## src/rtl/alu_pkg.sv

```systemverilog
// ALU control encodings and legality check.
// Shared by the issue arbiter and the ALU control decoder.
package alu_pkg;

    localparam int ALU_CTRL_W = 4;

    localparam logic [ALU_CTRL_W-1:0] ALU_AND = 4'b0000;
    localparam logic [ALU_CTRL_W-1:0] ALU_OR  = 4'b0001;
    localparam logic [ALU_CTRL_W-1:0] ALU_ADD = 4'b0010;
    localparam logic [ALU_CTRL_W-1:0] ALU_SUB = 4'b0110;
    localparam logic [ALU_CTRL_W-1:0] ALU_SLT = 4'b0111;
    localparam logic [ALU_CTRL_W-1:0] ALU_NOR = 4'b1100;

    function automatic logic alu_op_legal(
        input logic [ALU_CTRL_W-1:0] op
    );
        logic ok;
        case (op)
            ALU_AND,
            ALU_OR,
            ALU_ADD,
            ALU_SUB,
            ALU_SLT,
            ALU_NOR: ok = 1'b1;
            default: ok = 1'b0;
        endcase
        return ok;
    endfunction

endpackage

```

## src/rtl/rr_arbiter.sv

```systemverilog
// Combinational round-robin grant: first valid request at or after ptr.
// The pointer register lives in the caller.
module rr_arbiter #(
    parameter int NREQ = 2,
    parameter int IDW  = (NREQ > 1) ? $clog2(NREQ) : 1
) (
    input  logic [NREQ-1:0] req,
    input  logic [IDW-1:0]  ptr,
    input  logic            en,
    output logic [NREQ-1:0] gnt,
    output logic [IDW-1:0]  gnt_idx
);

    always_comb begin
        int   j;
        logic found;
        gnt     = '0;
        gnt_idx = '0;
        found   = 1'b0;
        j       = 0;
        for (int k = 0; k < NREQ; k++) begin
            j = int'(ptr) + k;
            if (j >= NREQ) begin
                j = j - NREQ;
            end
            if (en && !found && req[j]) begin
                gnt[j]  = 1'b1;
                gnt_idx = IDW'(j);
                found   = 1'b1;
            end
        end
    end

endmodule

```

## src/rtl/alu_issue_arbiter.sv

```systemverilog
// Shares one combinational ALU between NREQ requesters through a
// round-robin grant and a single-entry response register.
module alu_issue_arbiter
    import alu_pkg::*;
#(
    parameter int NREQ = 2,
    parameter int W    = 32,
    parameter int IDW  = (NREQ > 1) ? $clog2(NREQ) : 1
) (
    input  logic                       clk,
    input  logic                       rst_n,
    input  logic [NREQ-1:0]            req_valid,
    output logic [NREQ-1:0]            req_ready,
    input  logic [NREQ*W-1:0]          req_a,
    input  logic [NREQ*W-1:0]          req_b,
    input  logic [NREQ*ALU_CTRL_W-1:0] req_op,
    output logic [W-1:0]               alu_a,
    output logic [W-1:0]               alu_b,
    output logic [ALU_CTRL_W-1:0]      alu_ctrl,
    input  logic [W-1:0]               alu_result,
    input  logic                       alu_zero,
    output logic                       rsp_valid,
    input  logic                       rsp_ready,
    output logic [IDW-1:0]             rsp_id,
    output logic [W-1:0]               rsp_result,
    output logic                       rsp_zero,
    output logic                       rsp_err
);

    localparam logic [IDW-1:0] LAST = IDW'(NREQ - 1);

    logic [IDW-1:0]        ptr;
    logic                  free;
    logic                  arb_en;
    logic [NREQ-1:0]       gnt;
    logic [IDW-1:0]        gnt_idx;
    logic                  accept;
    logic [W-1:0]          sel_a;
    logic [W-1:0]          sel_b;
    logic [ALU_CTRL_W-1:0] sel_op;
    logic                  op_ok;

    // Reset also gates the grant so nothing is handshaken while held.
    assign free   = !rsp_valid || rsp_ready;
    assign arb_en = free && rst_n;

    rr_arbiter #(
        .NREQ (NREQ),
        .IDW  (IDW)
    ) u_rr (
        .req     (req_valid),
        .ptr     (ptr),
        .en      (arb_en),
        .gnt     (gnt),
        .gnt_idx (gnt_idx)
    );

    assign req_ready = gnt;
    assign accept    = |gnt;

    always_comb begin
        sel_a  = '0;
        sel_b  = '0;
        sel_op = ALU_ADD;
        for (int i = 0; i < NREQ; i++) begin
            if (gnt[i]) begin
                sel_a  = req_a[i*W +: W];
                sel_b  = req_b[i*W +: W];
                sel_op = req_op[i*ALU_CTRL_W +: ALU_CTRL_W];
            end
        end
    end

    assign op_ok = alu_op_legal(sel_op);

    // Idle and illegal codes both fall back to ADD.
    assign alu_a    = sel_a;
    assign alu_b    = sel_b;
    assign alu_ctrl = op_ok ? sel_op : ALU_ADD;

    always_ff @(posedge clk or negedge rst_n) begin
        if (!rst_n) begin
            ptr <= '0;
        end else if (accept) begin
            ptr <= (gnt_idx == LAST) ? '0 : gnt_idx + 1'b1;
        end
    end

    always_ff @(posedge clk or negedge rst_n) begin
        if (!rst_n) begin
            rsp_valid  <= 1'b0;
            rsp_id     <= '0;
            rsp_result <= '0;
            rsp_zero   <= 1'b0;
            rsp_err    <= 1'b0;
        end else if (accept) begin
            rsp_valid  <= 1'b1;
            rsp_id     <= gnt_idx;
            rsp_zero   <= alu_zero;
            rsp_result <= op_ok ? alu_result : '0;
            rsp_err    <= !op_ok;
        end else if (rsp_ready) begin
            rsp_valid  <= 1'b0;
        end
    end

endmodule

```

## config.mk

```make
export PLATFORM = sky130hd
export DESIGN_NAME = alu_issue_arbiter
export DESIGN_NICKNAME = d
export VERILOG_FILES = /design/src/rtl/alu_pkg.sv /design/src/rtl/rr_arbiter.sv /design/src/rtl/alu_issue_arbiter.sv
export SDC_FILE = /design/constraint.sdc
export NUM_CORES = 1
export LEC_CHECK = 0
export ABC_AREA = 1
export CORE_AREA = 2 2 108 110
export DETAILED_ROUTE_END_ITERATION = 8
export DIE_AREA = 0 0 110 112
export PLACE_DENSITY = 0.7
export SKIP_LAST_GASP = 1
export SLEW_MARGIN = 20
export SYNTH_ARGS = -nofsm -noshare
export SYNTH_HDL_FRONTEND = slang
export SYNTH_SLANG_ARGS = --single-unit
```

## constraint.sdc

```tcl
create_clock -name clk -period 3.7 [get_ports clk]
set_input_delay 0.925 -clock clk [delete_from_list [all_inputs] [get_ports clk]]
set_output_delay 0.925 -clock clk [all_outputs]
set_load 0.01 [all_outputs]
```

After elaboration in Yosys (flattened, before gate mapping)
Cells that the tools add are included.
{ "classes": {"add_sub_neg": 4, "magnitude_cmp": 6, "n_eq_ne": 5, "muxes": 29, "bitwise": 1, "n_reduce_logical": 14} }
{ "op_table": {"columns": ["operator", "n"], "rows": [
  ["$mux 32", 7],
  ["$ge 32x1->1 const B", 2],
  ["$lt 32x3->1 const B", 2],
  ["$ge 32x3->1 const B", 1],
  ["$sub 32x3->32 const B", 1],
  ["$mux 1", 15],
  ["$mux 4", 3],
  ["$eq 4x3->1 const B", 2],
  ["$logic_and 1x1->1", 6],
  ["$reduce_or 6->1", 1],
  ["$eq 4x1->1 const B", 1],
  ["$eq 4x2->1 const B", 1],
  ["$eq 4x4->1 const B", 1],
  ["$logic_not 4->1", 1],
  ["$mux 2", 2],
  ["$logic_not 1->1", 3],
  ["$sub 1x2->3 const B", 1],
  ["$add 1x1->2 const B", 1],
  ["$demux 1 s1", 2],
  ["$ge 1x2->1 const B", 1],
  ["$or 2x2->2", 1],
  ["$reduce_bool 2->1", 1],
  ["$reduce_or 2->1", 1],
  ["$add 1x1->1 const B", 1],
  ["$logic_or 1x1->1", 1]
]} }
{ "word_totals": {"ff_bits": 37, "in_bits": 174} }

Logic depth before layout (Yosys ltp)
{ "logic_depth": {"depth_word": 17, "depth_mapped": 12, "mapped_depth_nobuf": 12} }

Modules after synthesis
From an unflattened synthesis, not the netlist that was laid out.
{ "hier_totals": {"cells_unflattened": 350, "hier_area_um2": 2652.5} }
{ "modules_own_cells": {"columns": ["module", "instances", "cells_per_inst", "area_per_inst_um2", "seq_area_each_um2"], "rows": [
  ["alu_issue_arbiter", 1, 344, 2626.3, 925.9],
  ["rr_arbiter", 1, 6, 26.3, 0.0]
]} }

Least setup slack after synthesis
Ideal clock, no wire load.
{ "synth_timing": {"kind": "input to output", "start": "input rst_n", "end": "output alu_ctrl[0]", "t_arrival_ns": 1.964, "t_required_ns": 2.775, "setup_slack_ns": 0.811, "cell_stages": 10, "path_buffers": 1, "cell_sequence": "inv_1 > a21oi_4 > nand2_2 > or2_0 > nand2_1 > inv_2 > nand2_8 > buf_12 > nand3_2 > inv_2"} }
{ "synth_between": {"elab_chain_len": 13, "word_cells_on_any_way": 20, "cone_classes": "eq/ne (5); mux (7); bitwise (1); reduce/logical (7)"} }
{ "synth_rtl": {"columns": ["element", "line", "text"], "rows": [
  ["start, declared", "alu_issue_arbiter.sv:11", "input logic rst_n,"],
  ["$logic_and 1x1->1 (*)", "alu_issue_arbiter.sv:45", "assign arb_en = free && rst_n;"],
  ["$logic_and 1x1->1", "rr_arbiter.sv:26", "if (en && !found && req[j]) begin"],
  ["$mux 1", "rr_arbiter.sv:26", null],
  ["$logic_not 1->1", "rr_arbiter.sv:26", null],
  ["$logic_and 1x1->1 (2 in a row)", "rr_arbiter.sv:26", null],
  ["$mux 2 (*)", "rr_arbiter.sv:26", null],
  ["$mux 4", "alu_issue_arbiter.sv:66", "if (gnt[i]) begin"],
  ["$mux 4 (*)", "alu_issue_arbiter.sv:66", null],
  ["$eq 4x1->1 (tied with other cells)", "alu_pkg.sv:18", "case (op)"],
  ["$reduce_or 6->1", "alu_pkg.sv:18", null],
  ["$mux 1", "alu_pkg.sv:18", null],
  ["$mux 4 (*)", "alu_issue_arbiter.sv:79", "assign alu_ctrl = op_ok ? sel_op : ALU_ADD;"],
  ["end, declared", "alu_issue_arbiter.sv:19", "output logic [ALU_CTRL_W-1:0] alu_ctrl,"]
]} }
Every way passes the cells marked *; elsewhere a longest branch is shown, timed or not.

Worst setup path in the final report
{ "layout_timing": {"start": "input rsp_ready", "end": "output alu_ctrl[1]"} }
{ "layout_between": {"elab_chain_len": 14, "word_cells_on_any_way": 21, "cone_classes": "eq/ne (5); mux (7); bitwise (1); reduce/logical (8)"} }
{ "layout_rtl": {"columns": ["element", "line", "text"], "rows": [
  ["start, declared", "alu_issue_arbiter.sv:23", "input logic rsp_ready,"],
  ["$logic_or 1x1->1 (*)", "alu_issue_arbiter.sv:44", "assign free = !rsp_valid || rsp_ready;"],
  ["$logic_and 1x1->1 (*)", "alu_issue_arbiter.sv:45", null],
  ["$logic_and 1x1->1", "rr_arbiter.sv:26", null],
  ["$mux 1", "rr_arbiter.sv:26", null],
  ["$logic_not 1->1", "rr_arbiter.sv:26", null],
  ["$logic_and 1x1->1 (2 in a row)", "rr_arbiter.sv:26", null],
  ["$mux 2 (*)", "rr_arbiter.sv:26", null],
  ["$mux 4", "alu_issue_arbiter.sv:66", null],
  ["$mux 4 (*)", "alu_issue_arbiter.sv:66", null],
  ["$eq 4x1->1 (tied with other cells)", "alu_pkg.sv:18", null],
  ["$reduce_or 6->1", "alu_pkg.sv:18", null],
  ["$mux 1", "alu_pkg.sv:18", null],
  ["$mux 4 (*)", "alu_issue_arbiter.sv:79", null]
]} }
Marked as above.

==> impl_results.md <==
- Post-synth top cells: nand2_1 (86), a22o_1 (64), inv_1 (40), dfrtp_1 (37), nor2_1 (34)
- Dpl hpwl: between 10000 and 15000 um
- Pre-CTS setup slack: -0.170 ns
- # fillers: 1008
- Hold Crit Class: register to register
- Reg power frac: 26.4%
- Critical path endpoint category: output pin
- Main synth FF type: dfrtp_1
- Vias in the first global route: roughly 3600
- Final setup margin: roughly 0.062 ns
- Met3 WL: 1290 um
- Clock sinks: 37
- Clk network pwr share: 20.5%
- Final Hold Fails: 0
- Min Hold Slack: 0.475 ns
- CP arrival: 2.71 ns
- Run status: completed
- Setup Skew: 0.00691 ns
- Initial Util: between 20% and 30%
- Share of the synthesized area in the top cell type: 33.6%
- Power density over cell area: 399 nW/um^2
- Most frequent cell after synthesis: nand2_1
- Post-route minimum period: 3.64 ns
- Slew Viols, Final: 0
- Share of layout cells above drive strength 1: 12.6%
- Reg2Reg Depth: 9
- Largest net degree at the start of global routing: ~60
- Netlist Area Pre-Place: 2760 um^2
- Cells after synthesis: 343
- Top layer in use: met4
- Util after Layout: 54.3%
- WHS Path Cells: 2
- Num CTS Buffers: 5
- Gpl congestion: 0.878
- Critical Path RT: 2.77 ns
- CP Max Fanout: 5
- Synth unique cells: 21
- Area of the multi-input gates: 1480 um^2
- Register area share after synthesis: roughly a third
- XOR/XNOR Fraction of Synth Area: 0%
- Worst-path clk slew: roughly 0.060 ns
- Ys Warns: 0
- Critical path class: input pin to output pin
- Lkg Pwr: 3.23 nW
- Met2 wire length: 7000 um
- Die area: 12300 um^2
- Dpl cell area: 5690 um^2
- Post-Synth Simple-Gate Area: 31.5%
- Comb pwr share: 53.1%
- Met1 wire length: 5110 um
- Routed length per instance: approximately 18 um
- Setup_tns: 0 ns
- FF-to-FF setup slack: 1.75 ns
- Die Y: 112 um
- Clock root buffer: clkbuf_16
- ANT nets after route: 0
- Post-synth top area cell: dfrtp_1
- Syn_nets: 517
- Clk buf depth: 2
- Grt ovf: 0
- Drt via density: 4.64
- TritonCTS clock tree: done
- Power Internal: between 1.5 and 2 mW
- Flops & latches, synth: 37
- Number of synthesized flops with an enable pin: 0
- Max IR drop VDD: 0.231 mV
- RSZ-0062 raised after global routing: yes
- Psw: approximately 0.8 mW
- Clk_lat worst skew: 0.28 ns
- Top cells by area, synth: dfrtp_1 (34%), a22o_1 (20%), nand2_1 (12%), nand3_2 (11%), inv_1 (5.4%)
- Main combinational cell family by area after synthesis: simple AND/OR/NAND/NOR gates
- Ratio of final minimum period to clock period: between 90% and 100%
- H-tree depth: 2
- Worst slew pin tran: 0.509 ns
- Overall Power: about 2.4 mW
- Storage element area: ~900 um^2
- Fmax: 275 MHz
- Initial antenna violation count: 2
- Avg Inst Size Synth: 8.04 um^2
- Switching part of the total power: 33.3%
- Port Buffers: 279
- 1st-pass router iterations: 6
- Total track usage: 21.2%
- Post-synthesis mux area share: 0.408%
- Adder-Cell Fraction of Synth Area: 0%
- Finished Cell Area: 6070 um^2
- Fraction of registers with async set/reset: 100%
- Max-Cap Viols: 0
- Non-Filler Instances: 770
- Via count: 3572
- Chip width: between 100 and 150 um
- Final wirelength: 13800 um
- Core Area: 11200 um^2
- First-pass GRT wire length: 19800 um
- Complex-gate fraction of the synthesized area: 21.2%
- Initial DRC count: 120
- Rows: 39
- Startpoint Class: input pin
- Dpl cells: about 750
- DRC viols: 0
- Relative slew slack: between 60% and 70%
- Area Growth Syn to Fin: 120%
- Final Net Count: ~800
- Final setup viols: 0
- Io pins: 280
power by group through the flow:
stage          Clock (mW)  Combinational [mW]  Sequential (mW)
6_report            0.496                1.29            0.638
5_1_grt             0.527                1.39            0.655
4_1_cts             0.513                1.29            0.639
3_5_place_dp            0                1.28            0.636
3_3_place_gp            0                1.26            0.634
2_1_floorplan           0               0.475            0.696
layout by cell type, fill, tap and decap left out, drive strengths merged:
master / n
dlygate4sd2: 35
or2: 1
clkinv: 1
clkdlybuf4s50: 218
clkbuf: 9
bufbuf: 2
a21oi: 2
inv: 44
buf: 20
a22o: 64
bufinv: 1
dlymetal6s2s: 24
nand3: 40
clkdlybuf4s15: 1
nor2: 35
dfrtp: 37
nand2: 91
mux2: 1
diode: 1
logic make-up (layout without fill, tap and decap cells):
| logic type | Yosys count | in the layout |
|---|---|---|
| AO/OA/AOI/OAI | 66 | 66 |
| buffers and inverters | 72 | 355 |
| flip-flops | 37 | 37 |
| multiplexers | 1 | 1 |
| other | 0 | 1 |
| AND/OR/NAND/NOR | 167 | 167 |
final cells by class:
class | count | area share, %
Timing Repair Buffer | 302 | 51.6
Clock buffer | 7 | 2.35
Antenna cell | 1 | 0.0412
Inverter | 45 | 2.95
Sequential cell | 37 | 15.3
Multi-Input combinational cell | 234 | 24.4
Clock inverter | 1 | 0.495
Tap cell | 143 | 2.95
repair_timing:
action	in CTS	in global routing
pin swaps	1	1
setup endpoints to repair	68	36
cloned	3	2
hold buffers	0	0
gates resized for setup	41	29
buffers inserted	3	0
worst paths after layout:
path                                  endpoint      startpoint
worst max-delay path               alu_ctrl[1]       rsp_ready
worst min-delay path            rsp_result[30]  rsp_result[30]
worst max register to register  rsp_result[26]       rsp_valid
worst min register to register  rsp_result[30]  rsp_result[30]
max in group asynchronous        rsp_result[1]           rst_n
min in group asynchronous        rsp_result[6]           rst_n
routing by layer:
metal	vias up	track usage, %
met2	180	37.7
met1	1665	23.8
li1	1699	-
met4	0	7.68
met5	-	0
met3	28	5.50
critical path, stage by stage:
cell and delay, ns:
clkdlybuf4s50_1 0.47, inv_2 0.05, a21oi_4 0.18, buf_4 0.15, nand3_1 0.07, nand2_2 0.11
inv_1 0.05, nand2_1 0.08, nand2_2 0.09, nand2_8 0.08, nand2_1 0.06, inv_1 0.07
nand2_1 0.05, dlygate4sd2_1 0.28
flip-flops by register name (all words and copies together) (netlist names):
| name | count |
|---|---|
| rsp_zero | 1 |
| rsp_result | 32 |
| rsp_valid | 1 |
| rsp_id | 1 |
| rsp_err | 1 |
| ptr | 1 |
Power figures use the tool's default switching activity.
